[src/rtl/uart_imem_loader.sv]
// Boot loader: streams UART bytes into instruction memory and holds the core in
// reset until the halt terminator (four 0xFF bytes) or an idle timeout.
module uart_imem_loader #(
   parameter int MEM_BYTES    = 1024,
   parameter int ADDR_W       = 10,
   parameter int IDLE_TIMEOUT = 200000
) (
   input  logic              clk,
   input  logic              rst,
   input  logic              rx_valid,
   input  logic [7:0]        rx_byte,
   output logic              imem_we,
   output logic [ADDR_W-1:0] imem_addr,
   output logic [7:0]        imem_wdata,
   output logic              core_rst,
   output logic              load_done,
   output logic              overflow,
   output logic [ADDR_W:0]   byte_count
);

   localparam int IW = (IDLE_TIMEOUT > 1) ? $clog2(IDLE_TIMEOUT) : 1;
   localparam logic [IW-1:0] IDLE_LAST = IW'((IDLE_TIMEOUT > 0) ? (IDLE_TIMEOUT - 1) : 0);
   localparam logic [ADDR_W:0] MEM_FULL = (ADDR_W + 1)'(MEM_BYTES);
   localparam logic TIMEOUT_EN = (IDLE_TIMEOUT > 0);

   typedef enum logic [1:0] {
      S_IDLE = 2'd0,
      S_LOAD = 2'd1,
      S_DONE = 2'd2
   } state_t;

   state_t            state_q, state_d;
   logic              we_q, we_d;
   logic [ADDR_W-1:0] addr_q, addr_d;
   logic [7:0]        wdata_q, wdata_d;
   logic              core_rst_q, core_rst_d;
   logic              load_done_q, load_done_d;
   logic              ovf_q, ovf_d;
   logic [ADDR_W:0]   count_q, count_d;
   logic [2:0]        ff_run_q, ff_run_d;
   logic [IW-1:0]     idle_q, idle_d;

   // Next-state logic: accept bytes, track the 0xFF run and the idle timer
   always_comb begin
      state_d     = state_q;
      we_d        = 1'b0;
      addr_d      = addr_q;
      wdata_d     = wdata_q;
      ovf_d       = ovf_q;
      count_d     = count_q;
      ff_run_d    = ff_run_q;
      idle_d      = idle_q;
      core_rst_d  = 1'b1;
      load_done_d = 1'b0;

      case (state_q)
         S_IDLE, S_LOAD: begin
            if (rx_valid) begin
               idle_d  = '0;
               state_d = S_LOAD;
               // A full memory drops the byte but still feeds terminator detection
               if (count_q == MEM_FULL) begin
                  ovf_d = 1'b1;
               end else begin
                  we_d    = 1'b1;
                  addr_d  = count_q[ADDR_W-1:0];
                  wdata_d = rx_byte;
                  count_d = count_q + 1'b1;
               end
               if (rx_byte == 8'hFF) begin
                  ff_run_d = ff_run_q + 3'd1;
                  if (ff_run_q == 3'd3) begin
                     state_d = S_DONE;
                  end else begin
                     state_d = S_LOAD;
                  end
               end else begin
                  ff_run_d = 3'd0;
               end
            end else if ((state_q == S_LOAD) && TIMEOUT_EN) begin
               if (idle_q == IDLE_LAST) begin
                  state_d = S_DONE;
               end else begin
                  idle_d = idle_q + 1'b1;
               end
            end else begin
               state_d = state_q;
            end
         end
         S_DONE: begin
            state_d = S_DONE;
         end
         default: begin
            state_d = S_IDLE;
         end
      endcase

      if (state_d == S_DONE) begin
         core_rst_d  = 1'b0;
         load_done_d = 1'b1;
      end else begin
         core_rst_d  = 1'b1;
         load_done_d = 1'b0;
      end
   end

   // State and output registers
   always_ff @(posedge clk or posedge rst) begin
      if (rst) begin
         state_q     <= S_IDLE;
         we_q        <= 1'b0;
         addr_q      <= '0;
         wdata_q     <= 8'h00;
         core_rst_q  <= 1'b1;
         load_done_q <= 1'b0;
         ovf_q       <= 1'b0;
         count_q     <= '0;
         ff_run_q    <= 3'd0;
         idle_q      <= '0;
      end else begin
         state_q     <= state_d;
         we_q        <= we_d;
         addr_q      <= addr_d;
         wdata_q     <= wdata_d;
         core_rst_q  <= core_rst_d;
         load_done_q <= load_done_d;
         ovf_q       <= ovf_d;
         count_q     <= count_d;
         ff_run_q    <= ff_run_d;
         idle_q      <= idle_d;
      end
   end

   assign imem_we    = we_q;
   assign imem_addr  = addr_q;
   assign imem_wdata = wdata_q;
   assign core_rst   = core_rst_q;
   assign load_done  = load_done_q;
   assign overflow   = ovf_q;
   assign byte_count = count_q;

endmodule

[config.mk]
export PLATFORM = sky130hd
export DESIGN_NAME = uart_imem_loader
export DESIGN_NICKNAME = d
export VERILOG_FILES = /design/src/rtl/uart_imem_loader.sv
export SDC_FILE = /design/constraint.sdc
export NUM_CORES = 1
export LEC_CHECK = 0
export BUFFER_PORTS_ARGS = -buffer_cell sky130_fd_sc_hd__buf_2
export CELL_PAD_IN_SITES_DETAIL_PLACEMENT = 1
export CELL_PAD_IN_SITES_GLOBAL_PLACEMENT = 1
export CORE_ASPECT_RATIO = 2
export CORE_MARGIN = 8
export CORE_UTILIZATION = 40
export DETAILED_ROUTE_END_ITERATION = 16
export PLACE_DENSITY_LB_ADDON = 0.1
export SLEW_MARGIN = 15
export SYNTH_ARGS = -nofsm -noshare
export SYNTH_HDL_FRONTEND = slang
export SYNTH_SLANG_ARGS = --single-unit
[constraint.sdc]
create_clock -name clk -period 2.3 [get_ports clk]
set_clock_uncertainty 0.05 [all_clocks]
set_input_delay 0.46 -clock clk [delete_from_list [all_inputs] [get_ports clk]]
set_output_delay 0.46 -clock clk [all_outputs]
set_load 0.1 [all_outputs]
==> summary by stage, run 1 <==
Power and ir drop
The internal power of the cells totals 1980 uW. Of the total power, the share spent switching nets is 0.451. The share of total power dissipated in the clock network is 0.269. The analysis attributes to cell leakage a power of 0.00156 uW. For this design the total switching power over the nets is ~1600 uW. Of the total power, registers draw 0.348. Power spread over the standard cell area amounts to approximately 1100 mW/mm2. The share of power burned in combinational logic is 0.382. The total power consumption of the routed design is 3610 uW. The largest vdd supply drop is 1350 uV.

Setup path
The logic depth of the worst register-to-register path is 6. The reg-to-reg setup timing slack is 0.34 ns. The capturing point of the worst reg2reg path is imem_addr[7]$_DFFE_PP0P_. STA classifies the critical path endpoint as a flip-flop.

The nature of the critical path startpoint is a flip-flop. The signal on the critical path passes through inv_1, ha_1, nand4b_1, and2_1, buf_4, mux2_2. The highest-delay cell along the critical path is sky130_fd_sc_hd__dfrtp_1. The signal arrival time at the worst endpoint is between 2 and 2.5 ns.

Along the worst path, the maximum fanout reaches 18. The path type of the worst setup path is reg -> reg. The source of the worst register-to-register timing path is byte_count[0]$_DFFE_PP0P_. STA puts the critical path data required time at 2.43 ns. The critical path's largest stage delay is ~0.44 ns.

Die
The overall die area is 0.00984 mm2. In this run the horizontal extent of the chip is 74.3 um. The core region is around 0.0066 mm2. The floorplan step set the die height to between 100 and 150 um. For this configuration, the core starts out at a cell density of 0.410.

The boundary pin count is between 40 and 50. The count of standard-cell rows is 42.

Routing
The final route contains roughly 1900 vias. After detailed routing, the total wire length is 6740 um. The remaining antenna violation count after routing is 0. In the routed design, unresolved DRC markers number 0. The total iterations of the first detailed-routing run is 4. In this run, the number of DRC markers left after iteration 0 of detailed routing was 79. The routed length per instance is 18.2 um. The detail-routed via count per cell is 5.21.

Outcome
The flow ran to the end, and the final reports show no timing, DRC or antenna violations.

Global route
The initial antenna violation count was 0. The number of global-route vias before repair is 2211. The overall overflow remaining after global route is 0. The global routing usage summed across all routing layers is 0.152. The pin count of the biggest net entering global routing is 57. The first-pass GRT wire length is 11400 um.

Yosys
The number of instances in the synthesized netlist is 233. The number of unique standard cell types used by synthesis is between 50 and 60. The total nets after synthesis is 249. Averaged over all synthesized cells, the footprint is between 10 and 15 um2. Yosys instantiated no cell more often than sky130_fd_sc_hd__dfrtp_1. Synthesis inferred 56 register bits.

For this run, asynchronously set or reset flops after synthesis account for 1.00. During synthesis, Yosys emitted a total of 0 warnings. The commonest cells after synthesis are sky130_fd_sc_hd__dfrtp_1 (55), sky130_fd_sc_hd__nand2_1 (25), sky130_fd_sc_hd__nor2_1 (18). The share of synthesized area in the top cell type comes to 0.507. The sequential cell area fraction in the yosys report is 0.516. The area of the mapped netlist is 0.00272 mm2. Yosys attributes the largest share of cell area to sky130_fd_sc_hd__dfrtp_1 (51%), sky130_fd_sc_hd__mux2_4 (7.2%), sky130_fd_sc_hd__nand2_1 (3.5%), sky130_fd_sc_hd__xnor2_1 (3.2%), sky130_fd_sc_hd__xor2_1 (2.9%). The leading area contributor after synthesis is sky130_fd_sc_hd__dfrtp_1. The leading register cell type out of synthesis is sky130_fd_sc_hd__dfrtp_1. The number of enable-type register cells in the synthesized netlist is 0.

Clock tree
In this run, post-CTS repair resized a total of 0 instances. The number of sinks handled by clock tree synthesis is 56. TritonCTS built the clock tree.

The clock transition at the registers of the reported paths is 0.07 ns. No sink is reached through more buffers than the 2 on the longest clock path. The clock reaches the later pin of the worst-skew pair after 0.30 ns. The number of buffers added to fix hold violations after cts is 0. Buffers inserted during clock tree synthesis total 5. The H-tree depth is 2. The total setup buffers inserted after CTS is 0. The root buffer cell is sky130_fd_sc_hd__clkbuf_16.

Placed design
The count of input and output buffers is between 40 and 50. The final weighted congestion in routability-driven placement is 0.687. The HPWL after detailed placement is 4980 um.

Counting tap cells, the placed design contains a total of between 300 and 400 instances. The instance area after placement is 0.00304 mm2.

STA
The setup-violating endpoint count in the final report is 0. For the finished layout, the period the worst path requires is 1.96 ns. The maximum clock frequency is 509 MHz. The actual transition at the worst max-transition pin is 0.503 ns. The final hold violation count is 0.

The count of pins over their slew limit is 0. The relative slew slack is 0.667. The final setup TNS is 0 ns.

The share of the clock period used by the worst path after layout is 0.853. Setup repair after global routing left no endpoint under its margin.

Hold path
The type of the worst min-delay path is in -> async.

Layout
The count of fill cells added during filler insertion is 753. The relative area change from synthesis to final layout is 18.7%. The area of all placed cells without fillers is 0.00322 mm2. The repair_antennas step left the layout with diodes totalling 0. The proportion of layout cells with a drive suffix above 1 is 0.298. The net count of the finished layout is 298. The share of the core filled with cells in the final layout is 0.487. The area taken by flip-flops and latches is 0.00140 mm2.

The area taken by multi-input logic gates is 0.00124 mm2. For this run, the number of standard cells in the final layout without fillers is 370.

Job
The total of max-cap violations is 0.
## how the worst max path moves through the flow
stage                          endpoint  slack (ns)                 startpoint
2_1_floorplan  imem_addr[0]$_DFFE_PP0P_       0.003  byte_count[0]$_DFFE_PP0P_
3_3_place_gp   imem_addr[7]$_DFFE_PP0P_        0.36  byte_count[0]$_DFFE_PP0P_
3_5_place_dp   imem_addr[5]$_DFFE_PP0P_        0.32  byte_count[0]$_DFFE_PP0P_
4_1_cts        imem_addr[7]$_DFFE_PP0P_        0.29  byte_count[0]$_DFFE_PP0P_
5_1_grt        imem_addr[7]$_DFFE_PP0P_        0.23  byte_count[0]$_DFFE_PP0P_
6_report       imem_addr[7]$_DFFE_PP0P_        0.34  byte_count[0]$_DFFE_PP0P_
## routing by layer
metal	up-vias	global-route usage	share of wire
li1	914	-	-
met1	987	0.150	0.37
met2	21	0.287	0.60
met3	6	0.0333	0.020
met4	0	0.0549	0.015
met5	-	0	0
## layout make-up
type	instances	share of cell area
clock buffers	5	0.0388
clock inverters	2	0.0186
inverters	6	0.00699
multi-input cells	165	0.384
flip-flops and latches	56	0.435
well taps	88	0.0342
repair buffers	48	0.0823
## kinds of logic (layout without fill, tap and decap cells)
group	Yosys count	in the layout	synth area share
DFF	56	56	0.516
xor gates and xnor gates	19	19	0.0613
muxes	18	18	0.0917
adders and majority gates	5	5	0.0230
AOI/OAI and AO/OA	33	33	0.0852
and+or+nand+nor	90	90	0.194
buffers and inverters	12	61	0.0281
## power groups by stage
stage          Sequential, uW  Clock (uW)  Combinational (uW)
2_1_floorplan            2140           0                 249
3_3_place_gp             1280           0                1380
3_5_place_dp             1270           0                1390
4_1_cts                  1260        1000                1400
5_1_grt                  1280        1040                1440
6_report                 1260         972                1380
## per-stage QoR
stage | setup slack, ns | hold slack, ns
6_report | 0.337 | 0.148
5_1_grt | 0.234 | 0.166
4_1_cts | 0.287 | 0.159
3_5_place_dp | 0.318 | 0.422
3_3_place_gp | 0.364 | 0.419
2_1_floorplan | 0.00305 | 0.400
## sequential cells by signal (all words and copies together), names as in the netlist
| name | flops |
|---|---|
| overflow | 1 |
| core_rst | 1 |
| imem_addr | 10 |
| load_done | 1 |
| byte_count | 11 |
| imem_we | 1 |
| ff_run_q | 3 |
| imem_wdata | 8 |
| idle_q | 18 |
| state_q | 2 |
## layout by cell type (no fill, tap or decap), drive strengths merged, types with 8 or more instances in the layout
cell,synthesis,routed
nor2,18,18
o21ai,12,12
dfrtp,55,55
xor2,9,9
nand4,8,8
xnor2,10,10
nand2,25,25
mux2,16,16
buf,4,48
## critical path, delay by kind of cell (launching register included)
family        cells  cell delay [ns]
fa+ha+maj         1             0.24
mux               1             0.38
buf+inv           2             0.41
flops             1             0.44
simple gates      2             0.32
No activity file was read; power rests on OpenSTA's default activity.
==> run 2, diff against run 1 <==
--- a/config.mk
+++ b/config.mk
@@ -5,12 +5,14 @@
 export SDC_FILE = /design/constraint.sdc
 export NUM_CORES = 1
 export LEC_CHECK = 0
+export ABC_AREA = 1
 export BUFFER_PORTS_ARGS = -buffer_cell sky130_fd_sc_hd__buf_2
 export CELL_PAD_IN_SITES_DETAIL_PLACEMENT = 1
 export CELL_PAD_IN_SITES_GLOBAL_PLACEMENT = 1
 export CORE_ASPECT_RATIO = 2
 export CORE_MARGIN = 8
 export CORE_UTILIZATION = 40
+export CTS_BUF_LIST = sky130_fd_sc_hd__clkbuf_4 sky130_fd_sc_hd__clkbuf_8
 export DETAILED_ROUTE_END_ITERATION = 16
 export PLACE_DENSITY_LB_ADDON = 0.1
 export SLEW_MARGIN = 15
==> run 2 against run 1 <==
Effect of this change: wire length grew 9.5%; register-to-register slack is essentially flat; combinational power grew 110%; global-route usage shrank 0.40 points; total power grew 36%; clock power shrank 41%; setup slack lost 0.0033 ns; largest cell class unchanged; highest routed layer unchanged.
==> summary by stage, run 2 <==
Outcome
The run finished with clean final reports.

Power and ir drop
The total leakage power is 0.00160 uW (+2.9%). The clock network power share was 0.117 (-0.152). The total power consumption of the routed design is 4920 uW (+36%).

The design internal power is 1920 uW (-3.4%). The relative contribution of sequential cells to total power is 0.304 (-0.044). The switching power was 3010 uW (+85%). The share of power burned in combinational logic came to 0.579 (+0.197). The power density of the placed cells is 1480 mW/mm2 (+32%). The switching part of the total is 0.611 (+0.160).

The largest vdd supply drop is 1180 uV (-13%).

Clock tree
The TritonCTS clock tree is built. The clock latency reported for the late side of the worst-skew pair came to 0.32 ns (+0.02 ns). The H-tree depth is 2 (unchanged). The clock transition at the registers of the reported paths is 0.11 ns (+0.04 ns). The total setup buffers inserted after CTS is 0 (unchanged). The maximum clock insertion buffer count was 2 (unchanged). The TritonCTS buffer count is 5 (unchanged). The number of buffers added to fix hold violations after cts was 0 (unchanged).

The root buffer cell chosen for the clock tree is sky130_fd_sc_hd__clkbuf_8. The number of sinks handled by clock tree synthesis is 56 (unchanged). The post-cts gate resize count was 0 (unchanged).

Placed design
The detailed placement HPWL was 5670 um (+14%). The final weighted congestion in routability-driven placement is 0.853 (+24%). The count of placed standard cells including taps is 500 (+38%). The count of input and output buffers is 43 (unchanged). The instance area after placement is 0.00324 mm2 (+6.6%).

Global route
The number of global-route vias before repair came to 2575 (+16%). The first-pass GRT wire length is 12800 um (+12%). The global routing usage summed across all routing layers is 0.148 (-0.00404). The overall overflow remaining after global route came to 0 (unchanged). The pin count of the biggest net entering global routing came to 35 (-39%). The initial antenna violation count is 0 (unchanged).

Setup path
Tracing the worst setup path back leads to its startpoint at byte_count[1]$_DFFE_PP0P_. The capturing point of the worst reg2reg path is imem_addr[6]$_DFFE_PP0P_. The signal arrival time at the worst endpoint is 2.11 ns (+0.02 ns). STA classifies the critical path startpoint as a flip-flop. The reg-to-reg setup timing slack is 0.33 ns (about the same).

The logic depth of the worst register-to-register path is 7 (+1). The maximum fanout along the worst path is 29 (+11). The worst setup path is captured at a flip-flop.

The required time of the critical path is 2.45 ns (+0.02 ns). The path type of the worst setup path is reg -> reg. The startpoint identified for the worst register-to-register timing path is byte_count[1]$_DFFE_PP0P_.

STA
The time the final worst path needs with I/O delays and setup is 1.97 ns (+0.00330 ns). The setup-violating endpoint count in the final report is 0 (unchanged). The count of pins over their slew limit was 0 (unchanged). The actual transition at the worst max-transition pin is 0.515 ns (+0.0118 ns). The maximum clock frequency is 509 MHz (-0.17%).

The relative slew slack is 0.656 (-0.0107). The final setup TNS is 0 ns (unchanged). The share of the clock period used by the worst path after layout is 0.855 (+0.00143). The final hold violation count came to 0 (unchanged). Setup repair after global routing left no endpoint under its margin.

Layout
The area of all placed cells without fillers was 0.00333 mm2 (+3.4%). Counting flops per register, the top entry is idle_q. Relative to the synthesized area, the layout overhead comes to 13.9%.

In the layout the commonest cells are sky130_fd_sc_hd__nand2_1 (125), sky130_fd_sc_hd__dfrtp_1 (55), sky130_fd_sc_hd__buf_2 (43), sky130_fd_sc_hd__nor2_1 (37), sky130_fd_sc_hd__inv_1 (31). The total inserted antenna cells is 0 (unchanged). The filler-free cell count of the finished design is 508 (+37%).

The count of fill cells added during filler insertion is 916 (+22%). The net count of the finished layout is 431 (+45%). The commonest non-fill, non-tap cell in the layout is sky130_fd_sc_hd__nand2_1. The area taken by flip-flops and latches is 0.00140 mm2 (unchanged).

The proportion of layout cells with a drive suffix above 1 is 0.173 (-0.125). The area taken by multi-input logic gates is 0.00131 mm2 (+6.2%). The number of flip-flops in the largest register is 18 (unchanged).

Yosys
The area share of the largest cell type after synthesis was 0.471 (-0.0360). The number of unique standard cell types used by synthesis is 35 (-33%). The number of enable-type register cells in the synthesized netlist is 0 (unchanged).

The total nets after synthesis came to 387 (+55%). The area of the mapped netlist is 0.00292 mm2 (+7.6%). The synthesized design spends more area on one cell type than any other, namely sky130_fd_sc_hd__dfrtp_1. The proportion of synthesized flip-flops having asynchronous set or reset is 1.00 (unchanged). The number of instances in the synthesized netlist is 371 (+59%). The leading register cell type out of synthesis is sky130_fd_sc_hd__dfrtp_1. The flip-flop and latch count after synthesis came to 56 (unchanged).

The commonest cells after synthesis are sky130_fd_sc_hd__nand2_1 (125), sky130_fd_sc_hd__dfrtp_1 (55), sky130_fd_sc_hd__nor2_1 (37). The sequential cell area fraction in the yosys report is 0.480 (-0.0367). After synthesis, the cell types taking the most area are sky130_fd_sc_hd__dfrtp_1 (47%), sky130_fd_sc_hd__nand2_1 (16%), sky130_fd_sc_hd__xor2_1 (5.1%), sky130_fd_sc_hd__nor2_1 (4.7%), sky130_fd_sc_hd__o21ai_0 (4.1%). The number of warnings printed during yosys synthesis is 0 (unchanged). The average cell area after synthesis is 7.88 um2 (-32%).

The most numerous cell in the Yosys netlist is sky130_fd_sc_hd__nand2_1.

Job
The total of max-cap violations is 0 (unchanged).

Die
The area of the placeable core is 0.00716 mm2 (+8.1%). The overall die area is 0.0105 mm2 (+6.3%). The y dimension of the die is 137 um (+3.3%). The initial standard-cell utilization of the core is 0.409 (-0.00168). The boundary pin count is 44 (unchanged). The count of standard-cell rows is 44 (+4.8%).

The die boundary width is 76.5 um (+2.9%).

Routing
The sum of routed wire length over all layers came to 7380 um (+9.5%). The routed length per instance is 14.5 um (-20%). The number of DRC markers in iteration 0 was 85 (+7.6%).

The detail-routed via count per cell is 5.02 (-3.6%). The total iterations of the first detailed-routing run came to 4 (unchanged). The number of vias in the routed layout is 2552 (+32%). The remaining antenna violation count after routing is 0 (unchanged). The residual DRC count is 0 (unchanged).

Hold path
In this run the worst hold path is classified as in -> async.
-- run 2: power groups by stage --
stage / combinational (uW) / sequential [uW] / clock (uW)
2_1_floorplan: 660 / 3220 / 0
3_3_place_gp: 2840 / 1500 / 0
3_5_place_dp: 2890 / 1520 / 0
4_1_cts: 2890 / 1500 / 600
5_1_grt: 3010 / 1540 / 629
6_report: 2850 / 1500 / 577
-- run 2: cell families (layout without fill, tap and decap cells) --
kind of cell    after synthesis  count (layout)  share of synthesized area
xor+xnor                     19              19                     0.0569
buf+inv                      46              91                     0.0710
flops                        56              56                      0.480
fa+ha+maj                     5               5                     0.0214
simple gates                211             211                      0.307
compound gates               34              34                     0.0642
-- run 2: worst max-delay path by stage --
stage                                            end  slack [ns]  cells past startpoint
final                       imem_addr[6]$_DFFE_PP0P_        0.33                      7
after global routing        imem_addr[6]$_DFFE_PP0P_        0.15                      8
after CTS                   imem_addr[6]$_DFFE_PP0P_        0.28                      8
after detailed placement    imem_addr[6]$_DFFE_PP0P_        0.23                      8
after global placement      imem_addr[8]$_DFFE_PP0P_        0.36                      8
after floorplan           byte_count[10]$_DFFE_PP0P_        0.04                     10
-- run 2: layout make-up --
class	instances	share of cell area
clock inverters	3	0.00751
flip-flops and latches	56	0.421
multi-input cells	269	0.394
well taps	92	0.0345
inverters	37	0.0432
clock buffers	5	0.0207
repair buffers	46	0.0789
-- run 2: worst max-delay path: stages, from the launching register on --
cell,delay [ns]
sky130_fd_sc_hd__dfrtp_1,0.44
sky130_fd_sc_hd__inv_1,0.15
sky130_fd_sc_hd__ha_1,0.17
sky130_fd_sc_hd__nand4_1,0.10
sky130_fd_sc_hd__nor2_1,0.28
sky130_fd_sc_hd__nor2_4,0.13
sky130_fd_sc_hd__inv_2,0.35
sky130_fd_sc_hd__o21ai_0,0.17
-- run 2: metrics by stage --
stage	hold WS, ns	worst slack, ns	utilization
after floorplan	0.407	0.0431	-
after global placement	0.402	0.363	0.452
after detailed placement	0.421	0.231	0.452
after CTS	0.110	0.283	0.466
after global routing	0.139	0.146	0.466
final	0.0987	0.334	0.466
-- run 2: layer usage --
metal | up-vias | track usage | share of wire
li1 | 1253 | - | -
met1 | 1253 | 0.199 | 0.48
met2 | 40 | 0.233 | 0.47
met3 | 6 | 0.0303 | 0.038
met4 | 0 | 0.0420 | 0.012
met5 | - | 0 | 0
==> run 3, diff against run 2 <==
--- a/config.mk
+++ b/config.mk
@@ -6,7 +6,6 @@
 export NUM_CORES = 1
 export LEC_CHECK = 0
 export ABC_AREA = 1
-export BUFFER_PORTS_ARGS = -buffer_cell sky130_fd_sc_hd__buf_2
 export CELL_PAD_IN_SITES_DETAIL_PLACEMENT = 1
 export CELL_PAD_IN_SITES_GLOBAL_PLACEMENT = 1
 export CORE_ASPECT_RATIO = 2
@@ -14,6 +13,7 @@
 export CORE_UTILIZATION = 40
 export CTS_BUF_LIST = sky130_fd_sc_hd__clkbuf_4 sky130_fd_sc_hd__clkbuf_8
 export DETAILED_ROUTE_END_ITERATION = 16
+export DONT_BUFFER_PORTS = 1
 export PLACE_DENSITY_LB_ADDON = 0.1
 export SLEW_MARGIN = 15
 export SYNTH_ARGS = -nofsm -noshare
==> run 3 against run 2 <==
Effect of this change: worst hold slack improved by 0.10 ns; via count is 2.5% lower; setup slack improved by 0.14 ns; flip-flop and latch count stayed put; core utilization up 0.10 points; global-route usage rose by 0.056 points; critical endpoint is now idle_q[15]$_DFFE_PP0P_; sequential share of layout area fell by 0.095 points; die area unchanged; cell area rose by 0.23%; clock power grew 2%.
==> summary by stage, run 3 (synthesized netlist as in run 2, its figures left out) <==
Outcome
The flow ran to the end, and the final reports show no timing, DRC or antenna violations.

Clock tree
The TritonCTS buffer count was 5 (unchanged). TritonCTS built the clock tree. In this run the clock root is driven by a sky130_fd_sc_hd__clkbuf_8. The clock transition at the registers of the reported paths was 0.11 ns (about the same).

The number of sinks handled by clock tree synthesis is 56 (unchanged). The H-tree depth was 2 (unchanged). The maximum clock insertion buffer count was 2 (unchanged). The clock latency reported for the late side of the worst-skew pair is 0.32 ns (about the same). The post-cts gate resize count is 0 (unchanged).

Global route
The first-pass GRT wire length is 12800 um (unchanged). The overall overflow remaining after global route was 0 (unchanged). The number of global-route vias before repair is 2611 (+1.4%). The pin count of the biggest net entering global routing is 35 (unchanged). The initial antenna violation count is 0 (unchanged).

The global routing usage summed across all routing layers came to 0.148 (+0.000559).

Hold path
The type of the worst min-delay path is in -> reg. The hold-critical path depth is 2. The hold path startpoint is rx_byte[5]. For hold timing, the worst endpoint is imem_wdata[5]$_DFFE_PP0P_.

Power and ir drop
The relative contribution of sequential cells to total power is 0.298 (-0.006). The design internal power is 2020 uW (+5.4%). The share of power burned in combinational logic came to 0.584 (+0.005). The largest vdd supply drop is 860 uV (-27%). The switching part of the total came to 0.598 (-0.0128). The power density of the placed cells is 1500 mW/mm2 (+1.8%). The total leakage power is 0.00156 uW (-2.4%). The clock network power share is 0.117 (about the same).

The switching power is 3010 uW (-0.12%).

Setup path
In this run the critical register-to-register path is launched from idle_q[0]$_DFFE_PP0P_. By startpoint and endpoint, the worst setup path is classified as reg -> reg. The signal arrival time at the worst endpoint is 2.02 ns (-0.09 ns).

The logic depth of the worst register-to-register path is 9 (+2). The endpoint class of the critical path is a flip-flop. The reg-to-reg setup timing slack came to 0.47 ns (+0.14 ns). The required time of the critical path came to 2.49 ns (+0.04 ns). The maximum fanout along the worst path is 19 (-34%). The nature of the critical path startpoint is a flip-flop. The capturing point of the worst reg2reg path is idle_q[15]$_DFFE_PP0P_.

STA
The setup-violating endpoint count in the final report came to 0 (unchanged). The relative slew slack is 0.395 (-0.261). The time the final worst path needs with I/O delays and setup was 1.83 ns (-0.135 ns).

The share of the clock period used by the worst path after layout is 0.796 (-0.0588). The count of pins over their slew limit is 0 (unchanged). The maximum clock frequency is 546 MHz (+7.4%). The worst hold-check slack is 0.202 ns (+0.103 ns). Setup repair after global routing left no endpoint under its margin. The actual transition at the worst max-transition pin was 0.907 ns (+0.392 ns). The final hold violation count came to 0 (unchanged). The final setup TNS is 0 ns (unchanged).

Die
The overall die area is 0.0105 mm2 (unchanged). The die boundary width was 76.5 um (unchanged). The initial standard-cell utilization of the core is 0.409 (unchanged). The y dimension of the die is 137 um (unchanged). The boundary pin count came to 44 (unchanged).

The count of standard-cell rows is 44 (unchanged). The area of the placeable core is 0.00716 mm2 (unchanged).

Routing
The routed length per instance is 14.6 um (+0.32%). The number of vias in the routed layout is 2488 (-2.5%). The residual DRC count was 0 (unchanged).

The sum of routed wire length over all layers is 7230 um (-2.0%). The total iterations of the first detailed-routing run came to 4 (unchanged). The remaining antenna violation count after routing is 0 (unchanged). The number of DRC markers in iteration 0 is 85 (unchanged). The detail-routed via count per cell is 5.02 (-0.15%).

Layout
The total inserted antenna cells was 0 (unchanged). The number of flip-flops in the largest register was 18 (unchanged). The library cell used most frequently in the layout, excluding fill and tap cells, is sky130_fd_sc_hd__nand2_1. The top cell types in the final layout, fill and taps aside, are sky130_fd_sc_hd__nand2_1 (125), sky130_fd_sc_hd__dfrtp_1 (55), sky130_fd_sc_hd__nor2_1 (37), sky130_fd_sc_hd__buf_4 (32), sky130_fd_sc_hd__inv_1 (31).

The top register by number of flip-flops is idle_q. The area taken by flip-flops and latches is 0.00140 mm2 (unchanged). The proportion of layout cells with a drive suffix above 1 is 0.146 (-0.0270). The relative area change from synthesis to final layout is 14.2%. The net count of the finished layout is 419 (-2.8%). The count of fill cells added during filler insertion was 921 (+0.55%). The area taken by multi-input logic gates came to 0.00131 mm2 (unchanged).

Placed design
The final weighted congestion in routability-driven placement is 0.823 (-3.5%). The count of input and output buffers is 0 (-100%). The detailed placement HPWL is 5490 um (-3.2%).

Job
The total of max-cap violations is 0 (unchanged).
run 3: changes by cell type in the layout (fill, tap and decap cells not counted), sizes merged:
cell | before | now
buf | 46 | 33
dlygate4sd3 | 0 | 1
run 3: power groups by stage:
| stage | clock network (uW) | registers [uW] | logic [uW] |
|---|---|---|---|
| 3_5_place_dp | 0 | 1520 | 2960 |
| 5_1_grt | 636 | 1540 | 3110 |
| 2_1_floorplan | 0 | 3220 | 660 |
| 6_report | 588 | 1500 | 2940 |
| 3_3_place_gp | 0 | 1510 | 2930 |
| 4_1_cts | 606 | 1510 | 2970 |
run 3: stage by stage:
stage	std cells	instance area [um2]	worst slack, ns	util	power (uW)
6_report	496	3340	0.469	0.467	5020
5_1_grt	496	3340	0.299	0.467	5290
4_1_cts	496	3340	0.465	0.467	5080
3_5_place_dp	487	3240	0.489	0.452	4490
3_3_place_gp	487	3240	0.571	0.452	4440
2_1_floorplan	371	2920	0.0431	-	3880
run 3: worst max-delay path, cell delays in order (launching register included):
cell                      delay (ns)
sky130_fd_sc_hd__dfrtp_1        0.45
sky130_fd_sc_hd__ha_1           0.28
sky130_fd_sc_hd__nand3_2        0.15
sky130_fd_sc_hd__nor2_2         0.15
sky130_fd_sc_hd__nand3_1        0.09
sky130_fd_sc_hd__nand2_2        0.10
sky130_fd_sc_hd__nand2_4        0.15
sky130_fd_sc_hd__inv_6          0.17
sky130_fd_sc_hd__nand2_1        0.06
sky130_fd_sc_hd__o21ai_0        0.08
run 3: worst max path at each step:
stage | startpoint | endpoint | slack, ns
2_1_floorplan | byte_count[0]$_DFFE_PP0P_ | byte_count[10]$_DFFE_PP0P_ | 0.04
3_3_place_gp | idle_q[0]$_DFFE_PP0P_ | idle_q[17]$_DFFE_PP0P_ | 0.57
3_5_place_dp | idle_q[0]$_DFFE_PP0P_ | idle_q[15]$_DFFE_PP0P_ | 0.49
4_1_cts | idle_q[0]$_DFFE_PP0P_ | idle_q[15]$_DFFE_PP0P_ | 0.47
5_1_grt | idle_q[0]$_DFFE_PP0P_ | idle_q[13]$_DFFE_PP0P_ | 0.30
6_report | idle_q[0]$_DFFE_PP0P_ | idle_q[15]$_DFFE_PP0P_ | 0.47
run 3: layout make-up:
| class | instances | share of cell area |
|---|---|---|
| multi-input cells | 269 | 0.393 |
| clock inverters | 3 | 0.00749 |
| inverters | 37 | 0.0431 |
| repair buffers | 34 | 0.0809 |
| flip-flops and latches | 56 | 0.420 |
| well taps | 92 | 0.0345 |
| clock buffers | 5 | 0.0206 |
run 3: timing repair:
action,CTS,global route
hold buffers,1,0
hold endpoints to repair,22,0
buffers inserted,0,0
run 3: metal layers:
layer / track usage / share of wire / up-vias
li1: - / - / 1225
met1: 0.179 / 0.46 / 1218
met2: 0.248 / 0.47 / 38
met3: 0.0382 / 0.052 / 7
met4: 0.0550 / 0.016 / 0
met5: 0 / 0 / -
